`src/rtl/matrix_ram_loader_if.sv`:
```
// Job control, 32-bit stream and RAM write-port bundle for matrix_ram_loader.
// master = the loader, slave = the job source / stream producer / RAM side.
interface matrix_ram_loader_if #(
   parameter int IN_DEPTH  = 64,
   parameter int COE_DEPTH = 8192
);
   localparam int InAw  = $clog2(IN_DEPTH);
   localparam int CoeAw = $clog2(COE_DEPTH);

   logic             start;
   logic [3:0]       target;
   logic [CoeAw-1:0] base_adrs;
   logic [CoeAw:0]   num_words;
   logic             s_valid;
   logic [31:0]      s_data;
   logic             s_ready;
   logic [7:0]       in_ram_wen;
   logic [InAw-1:0]  in_ram_wadrs;
   logic             coe_in_wen;
   logic [CoeAw-1:0] coe_in_wadrs;
   logic [255:0]     wdat;
   logic             busy;
   logic             done;
   logic             err;

   modport master (
      input  start, target, base_adrs, num_words, s_valid, s_data,
      output s_ready, in_ram_wen, in_ram_wadrs, coe_in_wen, coe_in_wadrs, wdat, busy, done, err
   );

   modport slave (
      output start, target, base_adrs, num_words, s_valid, s_data,
      input  s_ready, in_ram_wen, in_ram_wadrs, coe_in_wen, coe_in_wadrs, wdat, busy, done, err
   );
endinterface

```
`src/rtl/matrix_ram_loader.sv`:
```
// Packs 8 stream words into one 256-bit word and writes it to in_ramN or coe_in.
// MATRIX_LOADER_MSB_FIRST_EN: first stream word of each RAM word lands in wdat[255:224].
module matrix_ram_loader #(
   parameter int IN_DEPTH  = 64,
   parameter int COE_DEPTH = 8192
) (
   input logic                 clk_250MHz,
   input logic                 rst,
   matrix_ram_loader_if.master bus
);
   localparam int InAw  = $clog2(IN_DEPTH);
   localparam int CoeAw = $clog2(COE_DEPTH);
   localparam int EndW  = CoeAw + 2;

   localparam logic [1:0] StIdle  = 2'd0;
   localparam logic [1:0] StFill  = 2'd1;
   localparam logic [1:0] StWrite = 2'd2;
   localparam logic [1:0] StDone  = 2'd3;

   logic [1:0]       state_q, state_d;
   logic [3:0]       target_q;
   logic [CoeAw-1:0] base_q;
   logic [CoeAw:0]   num_q;
   logic [CoeAw:0]   idx_q;
   logic [2:0]       beat_q;
   logic [255:0]     fill_q, fill_d;
   logic [255:0]     wdat_q;
   logic [InAw-1:0]  in_adrs_q;
   logic [CoeAw-1:0] coe_adrs_q;
   logic             err_q;

   logic [EndW-1:0]  end_adrs;
   logic             start_err;
   logic             beat;
   logic [2:0]       lane;
   logic [CoeAw-1:0] wr_adrs;

   assign end_adrs  = {2'b00, bus.base_adrs} + {1'b0, bus.num_words};
   assign start_err = (bus.target > 4'd8)
                    || ((bus.target < 4'd8) && (end_adrs > EndW'(IN_DEPTH)))
                    || ((bus.target == 4'd8) && (end_adrs > EndW'(COE_DEPTH)));

   assign beat    = bus.s_valid && (state_q == StFill);
   assign wr_adrs = base_q + idx_q[CoeAw-1:0];

`ifdef MATRIX_LOADER_MSB_FIRST_EN
   assign lane = 3'd7 - beat_q;
`else
   assign lane = beat_q;
`endif

   always_comb begin
      fill_d = fill_q;
      fill_d[32*lane +: 32] = bus.s_data;
   end

   always_comb begin
      state_d = state_q;
      case (state_q)
         StIdle: begin
            if (bus.start) begin
               if (start_err || (bus.num_words == '0)) state_d = StDone;
               else                                    state_d = StFill;
            end
         end
         StFill:  if (beat && (beat_q == 3'd7)) state_d = StWrite;
         StWrite: state_d = ((idx_q + 1'b1) == num_q) ? StDone : StFill;
         StDone:  state_d = StIdle;
         default: state_d = StIdle;
      endcase
   end

   always_ff @(posedge clk_250MHz or posedge rst) begin
      if (rst) begin
         state_q    <= StIdle;
         target_q   <= '0;
         base_q     <= '0;
         num_q      <= '0;
         idx_q      <= '0;
         beat_q     <= '0;
         fill_q     <= '0;
         wdat_q     <= '0;
         in_adrs_q  <= '0;
         coe_adrs_q <= '0;
         err_q      <= 1'b0;
      end else begin
         state_q <= state_d;
         if ((state_q == StIdle) && bus.start) begin
            target_q <= bus.target;
            base_q   <= bus.base_adrs;
            num_q    <= bus.num_words;
            idx_q    <= '0;
            beat_q   <= '0;
            err_q    <= start_err;
         end
         if (beat) begin
            fill_q <= fill_d;
            beat_q <= beat_q + 3'd1;
            // Publish the full word and its address only on the 8th beat so wdat stays stable.
            if (beat_q == 3'd7) begin
               wdat_q <= fill_d;
               if (target_q == 4'd8) coe_adrs_q <= wr_adrs;
               else                  in_adrs_q  <= wr_adrs[InAw-1:0];
            end
         end
         if (state_q == StWrite) idx_q <= idx_q + 1'b1;
      end
   end

   assign bus.s_ready      = (state_q == StFill);
   assign bus.busy         = (state_q == StFill) || (state_q == StWrite);
   assign bus.done         = (state_q == StDone);
   assign bus.err          = err_q;
   assign bus.wdat         = wdat_q;
   assign bus.in_ram_wadrs = in_adrs_q;
   assign bus.coe_in_wadrs = coe_adrs_q;
   assign bus.in_ram_wen   = ((state_q == StWrite) && (target_q < 4'd8)) ?
                             (8'd1 << target_q[2:0]) : 8'd0;
   assign bus.coe_in_wen   = (state_q == StWrite) && (target_q == 4'd8);
endmodule

```
`src/flat_wrapper.sv`:
```
// flat-port wrapper written by rule: the top's interface ports become plain ports
module matrix_ram_loader_flat 
#(
   parameter int IN_DEPTH  = 64,
   parameter int COE_DEPTH = 8192
)
  (clk_250MHz, rst, bus_start, bus_target, bus_base_adrs, bus_num_words, bus_s_valid, bus_s_data, bus_s_ready, bus_in_ram_wen, bus_in_ram_wadrs, bus_coe_in_wen, bus_coe_in_wadrs, bus_wdat, bus_busy, bus_done, bus_err);
  matrix_ram_loader_if #(.IN_DEPTH(IN_DEPTH), .COE_DEPTH(COE_DEPTH)) bus_i ();
  input logic clk_250MHz;
  input logic rst;
  input wire logic [$bits(bus_i.start)-1:0] bus_start;
  input wire logic [$bits(bus_i.target)-1:0] bus_target;
  input wire logic [$bits(bus_i.base_adrs)-1:0] bus_base_adrs;
  input wire logic [$bits(bus_i.num_words)-1:0] bus_num_words;
  input wire logic [$bits(bus_i.s_valid)-1:0] bus_s_valid;
  input wire logic [$bits(bus_i.s_data)-1:0] bus_s_data;
  output wire logic [$bits(bus_i.s_ready)-1:0] bus_s_ready;
  output wire logic [$bits(bus_i.in_ram_wen)-1:0] bus_in_ram_wen;
  output wire logic [$bits(bus_i.in_ram_wadrs)-1:0] bus_in_ram_wadrs;
  output wire logic [$bits(bus_i.coe_in_wen)-1:0] bus_coe_in_wen;
  output wire logic [$bits(bus_i.coe_in_wadrs)-1:0] bus_coe_in_wadrs;
  output wire logic [$bits(bus_i.wdat)-1:0] bus_wdat;
  output wire logic [$bits(bus_i.busy)-1:0] bus_busy;
  output wire logic [$bits(bus_i.done)-1:0] bus_done;
  output wire logic [$bits(bus_i.err)-1:0] bus_err;
  assign bus_i.start = bus_start;
  assign bus_i.target = bus_target;
  assign bus_i.base_adrs = bus_base_adrs;
  assign bus_i.num_words = bus_num_words;
  assign bus_i.s_valid = bus_s_valid;
  assign bus_i.s_data = bus_s_data;
  assign bus_s_ready = bus_i.s_ready;
  assign bus_in_ram_wen = bus_i.in_ram_wen;
  assign bus_in_ram_wadrs = bus_i.in_ram_wadrs;
  assign bus_coe_in_wen = bus_i.coe_in_wen;
  assign bus_coe_in_wadrs = bus_i.coe_in_wadrs;
  assign bus_wdat = bus_i.wdat;
  assign bus_busy = bus_i.busy;
  assign bus_done = bus_i.done;
  assign bus_err = bus_i.err;
  matrix_ram_loader #(.IN_DEPTH(IN_DEPTH), .COE_DEPTH(COE_DEPTH)) u_core (.clk_250MHz(clk_250MHz), .rst(rst), .bus(bus_i));
endmodule
```
`config.mk`:
```
export PLATFORM = sky130hd
export DESIGN_NAME = matrix_ram_loader_flat
export DESIGN_NICKNAME = d
export VERILOG_FILES = /design/src/rtl/matrix_ram_loader_if.sv /design/src/rtl/matrix_ram_loader.sv /design/src/flat_wrapper.sv
export SDC_FILE = /design/constraint.sdc
export NUM_CORES = 1
export LEC_CHECK = 0
export ABC_AREA = 1
export ABC_CLOCK_PERIOD_IN_PS = 20600
export BUFFER_PORTS_ARGS = -buffer_cell sky130_fd_sc_hd__buf_2
export CORE_AREA = 10 10 239 241
export CTS_CLUSTER_DIAMETER = 30
export DETAILED_ROUTE_END_ITERATION = 6
export DIE_AREA = 0 0 249 251
export PLACE_DENSITY = 0.75
export SYNTH_ARGS = -nofsm -noshare
export SYNTH_HDL_FRONTEND = slang
export SYNTH_SLANG_ARGS = --single-unit
```
`constraint.sdc`:
```
create_clock -name clk_250MHz -period 20.6 [get_ports clk_250MHz]
set_input_delay 1.03 -clock clk_250MHz [delete_from_list [all_inputs] [get_ports clk_250MHz]]
set_output_delay 1.03 -clock clk_250MHz [all_outputs]
set_load 0.01 [all_outputs]
```
==> results of run 1 <==
## kinds of logic (layout without fill, tap and decap cells)
logic type               after synthesis  count (layout)
AND/OR/NAND/NOR                     1251            1251
AO/OA/AOI/OAI                        725             725
flip-flops                           582             582
buffers and inverters                292             704
multiplexers                          69              69
adder cells (fa/ha/maj)               37              37
XOR/XNOR                              20              20
## final cells by class
type                       instances  area [um2]  share of cell area
sequential                       582       14560              0.4538
multi-input combinational       2102       10140              0.3161
clock buffer                     143        3156             0.09833
timing repair buffer             375        1954             0.06090
clock inverter                    70       965.9             0.03010
tap                              688       860.8             0.02682
inverter                         116       445.4             0.01388
## sequential cells by signal, summed over array words and instances, names as in the netlist
| name | count |
|---|---|
| u_core.bus.wdat | 256 |
| u_core.fill_q | 256 |
| u_core.idx_q | 14 |
| u_core.num_q | 14 |
| u_core.base_q | 13 |
| u_core.bus.coe_in_wadrs | 13 |
| u_core.bus.in_ram_wadrs | 6 |
| u_core.target_q | 4 |
| u_core.beat_q | 3 |
| u_core.state_q | 2 |
| u_core.bus.err | 1 |
## per-layer routing
metal / vias up / part of all wire / GRT usage
li1: 10490 / - / -
met1: 10480 / 0.43 / 0.3251
met2: 814 / 0.46 / 0.3860
met3: 148 / 0.071 / 0.05586
met4: 0 / 0.033 / 0.08990
met5: - / 0 / 0
## power by group through the flow
| stage | combinational [mW] | sequential (mW) | clock (mW) |
|---|---|---|---|
| CTS | 1.08 | 1.49 | 1.97 |
| global route | 1.22 | 1.52 | 2.03 |
| finish | 1.08 | 1.50 | 1.95 |
| floorplan | 0.799 | 1.49 | 0 |
| global placement | 1.05 | 1.50 | 0 |
| detailed placement | 1.06 | 1.51 | 0 |
## synthesized netlist by cell type
library cell | instances | share of area
sky130_fd_sc_hd__nand2_1 | 1077 | 0.16
sky130_fd_sc_hd__dfrtp_1 | 582 | 0.56
sky130_fd_sc_hd__o21ai_0 | 493 | 0.095
sky130_fd_sc_hd__clkbuf_1 | 125 | 0.018
sky130_fd_sc_hd__o21ai_1 | 113 | 0.022
sky130_fd_sc_hd__inv_1 | 108 | 0.016
sky130_fd_sc_hd__mux2i_1 | 69 | 0.027
sky130_fd_sc_hd__nor2_1 | 66 | 0.0096
sky130_fd_sc_hd__nand3_1 | 55 | 0.011
sky130_fd_sc_hd__a21oi_1 | 37 | 0.0072
sky130_fd_sc_hd__o22ai_1 | 37 | 0.0089
sky130_fd_sc_hd__ha_1 | 35 | 0.017
sky130_fd_sc_hd__buf_2 | 30 | 0.0058
sky130_fd_sc_hd__o21ai_2 | 30 | 0.010
sky130_fd_sc_hd__nand4_1 | 25 | 0.0060
sky130_fd_sc_hd__xor2_1 | 11 | 0.0037
sky130_fd_sc_hd__buf_1 | 9 | 0.0013
sky130_fd_sc_hd__buf_6 | 8 | 0.0035
sky130_fd_sc_hd__xnor2_1 | 8 | 0.0027
sky130_fd_sc_hd__nand3b_1 | 6 | 0.0017
sky130_fd_sc_hd__nor2_2 | 6 | 0.0014
sky130_fd_sc_hd__nor3_1 | 6 | 0.0012
sky130_fd_sc_hd__a31oi_1 | 5 | 0.0012
sky130_fd_sc_hd__inv_2 | 5 | 0.00072
sky130_fd_sc_hd__a21o_1 | 4 | 0.0012
sky130_fd_sc_hd__buf_4 | 4 | 0.0012
sky130_fd_sc_hd__or2_2 | 3 | 0.00072
sky130_fd_sc_hd__clkinv_1 | 2 | 0.00029
sky130_fd_sc_hd__fa_1 | 2 | 0.0015
sky130_fd_sc_hd__nor2_4 | 2 | 0.00087
sky130_fd_sc_hd__nor4_1 | 2 | 0.00048
sky130_fd_sc_hd__o2111ai_1 | 2 | 0.00068
sky130_fd_sc_hd__o21a_1 | 2 | 0.00058
sky130_fd_sc_hd__a22oi_1 | 1 | 0.00029
sky130_fd_sc_hd__and2_1 | 1 | 0.00024
sky130_fd_sc_hd__inv_4 | 1 | 0.00024
sky130_fd_sc_hd__nor2_8 | 1 | 0.00077
sky130_fd_sc_hd__nor4_4 | 1 | 0.00082
sky130_fd_sc_hd__o31ai_1 | 1 | 0.00029
sky130_fd_sc_hd__xnor3_1 | 1 | 0.00087
## placed cells by master (no fill, tap or decap), types with 5 or more instances in the layout
master                       instances
sky130_fd_sc_hd__nand3_1            54
sky130_fd_sc_hd__clkbuf_16         117
sky130_fd_sc_hd__nand4_1            25
sky130_fd_sc_hd__mux2i_1            69
sky130_fd_sc_hd__nor3_1              6
sky130_fd_sc_hd__xor2_1             11
sky130_fd_sc_hd__o22ai_1            37
sky130_fd_sc_hd__a21oi_1            37
sky130_fd_sc_hd__inv_6              10
sky130_fd_sc_hd__clkinvlp_4          8
sky130_fd_sc_hd__o21ai_1           113
sky130_fd_sc_hd__a31oi_1             5
sky130_fd_sc_hd__clkinv_4           10
sky130_fd_sc_hd__nand3b_1            6
sky130_fd_sc_hd__clkbuf_8           13
sky130_fd_sc_hd__buf_4              19
sky130_fd_sc_hd__xnor2_1             8
sky130_fd_sc_hd__buf_2             354
sky130_fd_sc_hd__nand2_1          1075
sky130_fd_sc_hd__ha_1               35
sky130_fd_sc_hd__inv_1             106
sky130_fd_sc_hd__clkbuf_1           13
sky130_fd_sc_hd__o21ai_0           493
sky130_fd_sc_hd__nor2_1             66
sky130_fd_sc_hd__o21ai_2            30
sky130_fd_sc_hd__dfrtp_1           582
sky130_fd_sc_hd__inv_2               6
sky130_fd_sc_hd__clkinv_2           18
sky130_fd_sc_hd__bufinv_16          17
## worst paths after layout
| path | startpoint | endpoint | slack (ns) | cells past startpoint |
|---|---|---|---|---|
| setup / recovery | u_core.state_q[1]$_DFFE_PP0P_ | u_core.bus.coe_in_wadrs[11]$_DFFE_PP0P_ | 16.35 | 11 |
| hold / removal | u_core.bus.wdat[239]$_DFFE_PP0P_ | u_core.bus.wdat[239]$_DFFE_PP0P_ | 0.47 | 2 |
| setup reg to reg | u_core.state_q[1]$_DFFE_PP0P_ | u_core.bus.coe_in_wadrs[11]$_DFFE_PP0P_ | 16.35 | 11 |
| hold reg to reg | u_core.bus.wdat[239]$_DFFE_PP0P_ | u_core.bus.wdat[239]$_DFFE_PP0P_ | 0.47 | 2 |
| max in group asynchronous | rst | u_core.bus.wdat[181]$_DFFE_PP0P_ | 17.73 | 4 |
| min in group asynchronous | rst | u_core.bus.wdat[196]$_DFFE_PP0P_ | 0.48 | 2 |
## worst max-delay path: cells and delay by family (launching register included)
| kind | cells | cell delay [ns] |
|---|---|---|
| buf+inv | 5 | 1.61 |
| compound gates | 2 | 0.32 |
| flops | 1 | 0.40 |
| fa+ha+maj | 1 | 0.27 |
| simple gates | 3 | 1.27 |
==> metrics.md, run 1 <==
| Metric | Value |
|---|---|
| Number of diodes | 0 |
| Hold buffer count at CTS | 0 |
| Path type of the worst min-delay path | flip-flop to flip-flop |
| Delay of the slowest cell on the worst path | 0.59 ns |
| Worst-path clk slew | 0.05 ns |
| Number of antenna violations at the first check in global routing | 1 |
| Register area share after synthesis | 0.5625 |
| Pin count of the biggest net entering global routing | 276 |
| Filler cells | 4,330 |
| Final core utilization | 0.6144 |
| Final Cycle Share | 0.2064 |
| Syn. warnings | 0 |
| Final setup TNS | 0 ns |
| Via count of the first global-routing pass | 21,330 |
| Syn Inst Count | 2,976 |
| Gate power share | 0.238 |
| Post-Synth XOR/XNOR Area | 0.007298 |
| Via count | 21,930 |
| Setup repair after global routing missed its margin | false |
| CP max-delay cell | sky130_fd_sc_hd__buf_4 |
| Startpoint Class | flip-flop |
| Clock tree from TritonCTS | done |
| Worst setup slack after placement | 16.26 ns |
| Shortest clock period the worst path allows after layout | 4.253 ns |
| Area of the mapped netlist | 25,890 um2 |
| Iter 0 DRT Violations | 2,187 |
| Via-per-instance ratio | 5.381 |
| Latest clock arrival within the worst-skew pair | 0.66 ns |
| Number of remaining DRC errors | 0 |
| Final instance count without filler cells | 4,076 |
| Fraction of the mapped netlist area in compound gates | 0.1476 |
| Leak pwr | 15.91 nW |
| Critical Path Sink Type | flip-flop |
| Worst-case headroom to the max-slew limit | 0.2171 |
| Average routed wire per standard cell | 19.14 um |
| GRT Resource Usage Total | 0.2444 |
| Overall die area | 62,500 um2 |
| Cell-internal power | 3.004 mW |
| Largest family of logic cells by synthesized area | simple AND/OR/NAND/NOR gates |
| Number of routed nets with antenna violations | 0 |
| Core Footprint | 52,240 um2 |
| Total count of hold-check failures in the final report | 0 |
| Effective utilization at floorplan | 0.4956 |
| Global-route wire length before repair | 122.3 mm |
| Final nets | 3,397 |
| Area share of fa/ha/maj cells after synthesis | 0.01846 |
| TritonCTS Buffers | 116 |
| Switching share of power | 0.3363 |
| Post-Place Cell Area | 27,970 um2 |
| Vertical die dimension | 251 um |
| H-tree depth | 3 |
| Final worst hold slack | 0.4710 ns |
| Cell Pwr Density | 141.0 nW/um2 |
| Final setup skew | 0.03636 ns |
| Total power consumption of the routed design | 4.526 mW |
| Root Buffer Master | sky130_fd_sc_hd__clkbuf_16 |
| Total length of routed wires | 78.02 mm |
| Relative contribution of sequential cells to total power | 0.331 |
| Max rail drop VDD | 117.4 uV |
| Setup-failing EPs final | 0 |
| Syn_nets | 3,080 |
| Synthesized area divided by synthesized cell count | 8.700 um2 |
| Number of distinct library cells after synthesis | 40 |
| Worst-margin pin slew | 1.174 ns |
| Post-detailed-placement half-perimeter wirelength | 51.98 mm |
| Basic-gate share of the synthesized area counting and, or, nand and nor cells | 0.1907 |
| Grt ovf | 0 |
| Layout overhead on the synthesized area | 23.95% |
| Number of maximum-capacitance violations | 0 |
| Required time of the critical path | 21.12 ns |
| Number of buffers on the longest clock path | 3 |
| Std-Cell Rows | 84 |
| Clock Power Share | 0.431 |
| Share of layout cells above drive strength 1 | 0.1857 |
| Total of flip-flops plus latches after synthesis | 582 |
| Maximum clock frequency | 235.2 MHz |
| Number of primary I/O pins | 355 |
| Multiplexer share of the synthesized area | 0.02668 |
| CTS sink count | 582 |
| Chip width | 249 um |
| Maximum fanout encountered on the critical timing path | 272 |
| Count of placed standard cells including taps | 3,863 |
| Result of the run | completed |
| Final Slew Violations | 0 |
| Cells along the critical path | inv_1 -> ha_1 -> nand2_4 -> inv_2 -> buf_4 -> nand2_4 -> buf_12 -> nor2_2 -> inv_1 -> a31oi_1 -> a21oi_1 |
| Final critical-path setup slack | 16.35 ns |
| Arrival @ worst endpoint | 4.77 ns |
| Quantity of I/O buffers inserted on ports | 354 |
| Detailed-routing iteration count for the pre-antenna-repair pass | 5 |
| Type of the setup path with the least slack | flip-flop to flip-flop |
| Net Sw Power | 1.522 mW |
| Number of post-CTS setup repair buffers | 0 |
| Global placer's final weighted congestion | 0.8883 |
| Post-Layout Inst Area | 32,090 um2 |
| # resized after CTS | 0 |
(Power assumes the default switching activity.)
==> inputs of run 2 (changes only) <==
- ABC_CLOCK_PERIOD_IN_PS: 20600 -> 3400
- PLACE_DENSITY: 0.75 -> 0.78
- clock period: 20.6 -> 3.4 ns (I/O delays scaled with it)
==> metrics.md, run 2 (synthesis gave the netlist of run 1 again) <==
| Metric | Value |
|---|---|
| Via count of the first global-routing pass | 22,600 (+6.0%) |
| Via count | 22,770 (+3.8%) |
| CTS sink count | 582 (unchanged) |
| H-tree depth | 4 (+1) |
| Total count of hold-check failures in the final report | 0 (unchanged) |
| Iter 0 DRT Violations | 2,142 (-2.1%) |
| Total length of routed wires | 82.18 mm (+5.3%) |
| TritonCTS Buffers | 130 (+12%) |
| Register-to-register setup slack | 0.60 ns (-15.75 ns) |
| Hold buffer count at CTS | 56 (+56) |
| Number of buffers on the longest clock path | 3 (unchanged) |
| Required time of the critical path | 3.23 ns (-17.89 ns) |
| Final Cycle Share | 0.8464 |
| Setup-failing EPs final | 0 (unchanged) |
| Cell depth of the worst hold path | 3 (+1) |
| Leading cell types in the layout, fill and taps excluded | sky130_fd_sc_hd__nand2_1 (1,075), sky130_fd_sc_hd__dfrtp_1 (582), sky130_fd_sc_hd__o21ai_0 (493), sky130_fd_sc_hd__buf_2 (354), sky130_fd_sc_hd__clkbuf_16 (132) |
| Maximum fanout encountered on the critical timing path | 14 (-95%) |
| Arrival @ worst endpoint | 2.71 ns (-2.06 ns) |
| Worst-path clk slew | 0.05 ns (about the same) |
| Global placer's final weighted congestion | 0.8893 (+0.11%) |
| Shortest clock period the worst path allows after layout | 2.878 ns |
| Number of routed nets with antenna violations | 0 (unchanged) |
| Share of layout cells above drive strength 1 | 0.1906 (+0.004985) |
| Number of antenna violations at the first check in global routing | 7 (+6) |
| Number of remaining DRC errors | 0 (unchanged) |
| GRT Resource Usage Total | 0.2595 (+0.01506) |
| Final setup TNS | 0 ns (unchanged) |
| Pin count of the biggest net entering global routing | 174 (-37%) |
| Most common cell after layout, fill and taps aside | sky130_fd_sc_hd__nand2_1 |
| Latest clock arrival within the worst-skew pair | 0.69 ns (+0.03 ns) |
| Worst-case headroom to the max-slew limit | 0.4244 (+0.2073) |
| Core Footprint | 52,240 um2 (unchanged) |
| Final critical-path setup slack | 0.5222 ns (-15.83 ns) |
| Std-Cell Rows | 84 (unchanged) |
| Root Buffer Master | sky130_fd_sc_hd__clkbuf_16 |
| Final nets | 3,482 (+2.5%) |
| Worst setup slack after placement | 0.7063 ns (-15.56 ns) |
| Critical Path Sink Type | output port |
| Final setup skew | 0.03541 ns (-0.0009455 ns) |
| Via-per-instance ratio | 5.451 (+1.3%) |
| Leak pwr | 16.40 nW (+3.1%) |
| Post-detailed-placement half-perimeter wirelength | 52.61 mm (+1.2%) |
| Result of the run | completed |
| Path type of the worst min-delay path | input port to flip-flop |
| Vertical die dimension | 251 um (unchanged) |
| Quantity of I/O buffers inserted on ports | 354 (unchanged) |
| # resized after CTS | 0 (unchanged) |
| Max rail drop VDD | 547.3 uV (+370%) |
| Layout overhead on the synthesized area | 28.48% |
| Type of the setup path with the least slack | flip-flop to output port |
| Detailed-routing iteration count for the pre-antenna-repair pass | 7 (+2) |
| Global-route wire length before repair | 128.5 mm (+5.1%) |
| Grt ovf | 0 (unchanged) |
| Cell depth of the worst flop-to-flop path | 8 (-3) |
| Cell Pwr Density | 852.9 nW/um2 (+500%) |
| Final core utilization | 0.6368 (+0.02247) |
| Worst-margin pin slew | 0.8621 ns (-0.3122 ns) |
| Number of primary I/O pins | 355 (unchanged) |
| Number of post-CTS setup repair buffers | 0 (unchanged) |
| Overall die area | 62,500 um2 (unchanged) |
| Setup repair after global routing missed its margin | false |
| Chip width | 249 um (unchanged) |
| Average routed wire per standard cell | 19.67 um (+2.8%) |
| Effective utilization at floorplan | 0.4956 (unchanged) |
| Number of maximum-capacitance violations | 0 (unchanged) |
| Maximum clock frequency | 347.5 MHz |
| Startpoint Class | flip-flop |
| Final Slew Violations | 0 (unchanged) |
| Clock tree from TritonCTS | done |
## run 2: worst paths after layout
| path | from | endpoint |
|---|---|---|
| setup / recovery | u_core.state_q[0]$_DFFE_PP0P_ | bus_in_ram_wen[3] |
| hold / removal | bus_s_data[26] | u_core.fill_q[58]$_DFFE_PP0P_ |
| setup reg to reg | u_core.beat_q[0]$_DFFE_PP0P_ | u_core.bus.wdat[49]$_DFFE_PP0P_ |
| hold reg to reg | u_core.bus.in_ram_wadrs[2]$_DFFE_PP0P_ | u_core.bus.in_ram_wadrs[2]$_DFFE_PP0P_ |
| max in group asynchronous | rst | u_core.bus.wdat[152]$_DFFE_PP0P_ |
| min in group asynchronous | rst | u_core.bus.wdat[12]$_DFFE_PP0P_ |
## run 2: routing by layer
metal / vias to the layer above / wire, um / track usage
met5: - / 0 / 0
met4: 0 / 3904 / 0.1416
met3: 226 / 7534 / 0.07417
met2: 1050 / 37740 / 0.4014
met1: 10840 / 33000 / 0.3251
li1: 10660 / - / -
## run 2: area by class of cell
class / count / area (um2)
Antenna cell: 7 / 17.52
Clock buffer: 165 / 3587
Clock inverter: 72 / 845.8
Fill cell: 4081 / 18970
Inverter: 116 / 441.7
Multi-Input combinational cell: 2102 / 10140
Sequential cell: 582 / 14560
Tap cell: 688 / 860.8
Timing Repair Buffer: 446 / 2803
## run 2: report_power, final
| part | switching, mW | internal [mW] | leakage, nW |
|---|---|---|---|
| Clock | 4.09 | 8.41 | 2.15 |
| Combinational | 4.60 | 2.18 | 6.30 |
| Sequential | 0.837 | 8.26 | 7.96 |
## run 2: through the flow
step | cells | hold WS, ns | total power, mW | instance area [um2]
2_1_floorplan | 2976 | 0.2796 | 13.84 | 25890
3_3_place_gp | 3878 | 0.2748 | 15.47 | 28250
3_5_place_dp | 3878 | 0.2856 | 15.70 | 28250
4_1_cts | 4171 | 0.0007123 | 28.40 | 33250
5_1_grt | 4177 | 0.03470 | 29.84 | 33260
6_report | 4178 | 0.04663 | 28.37 | 33260
## run 2: worst max-delay path, cell delays in order (launching register included)
cell and delay, ns:
sky130_fd_sc_hd__dfrtp_1 0.39, sky130_fd_sc_hd__inv_1 0.12, sky130_fd_sc_hd__ha_1 0.42, sky130_fd_sc_hd__inv_1 0.40
sky130_fd_sc_hd__nor2_1 0.23, sky130_fd_sc_hd__nand2_1 0.14, sky130_fd_sc_hd__nor2_1 0.15, sky130_fd_sc_hd__buf_2 0.17
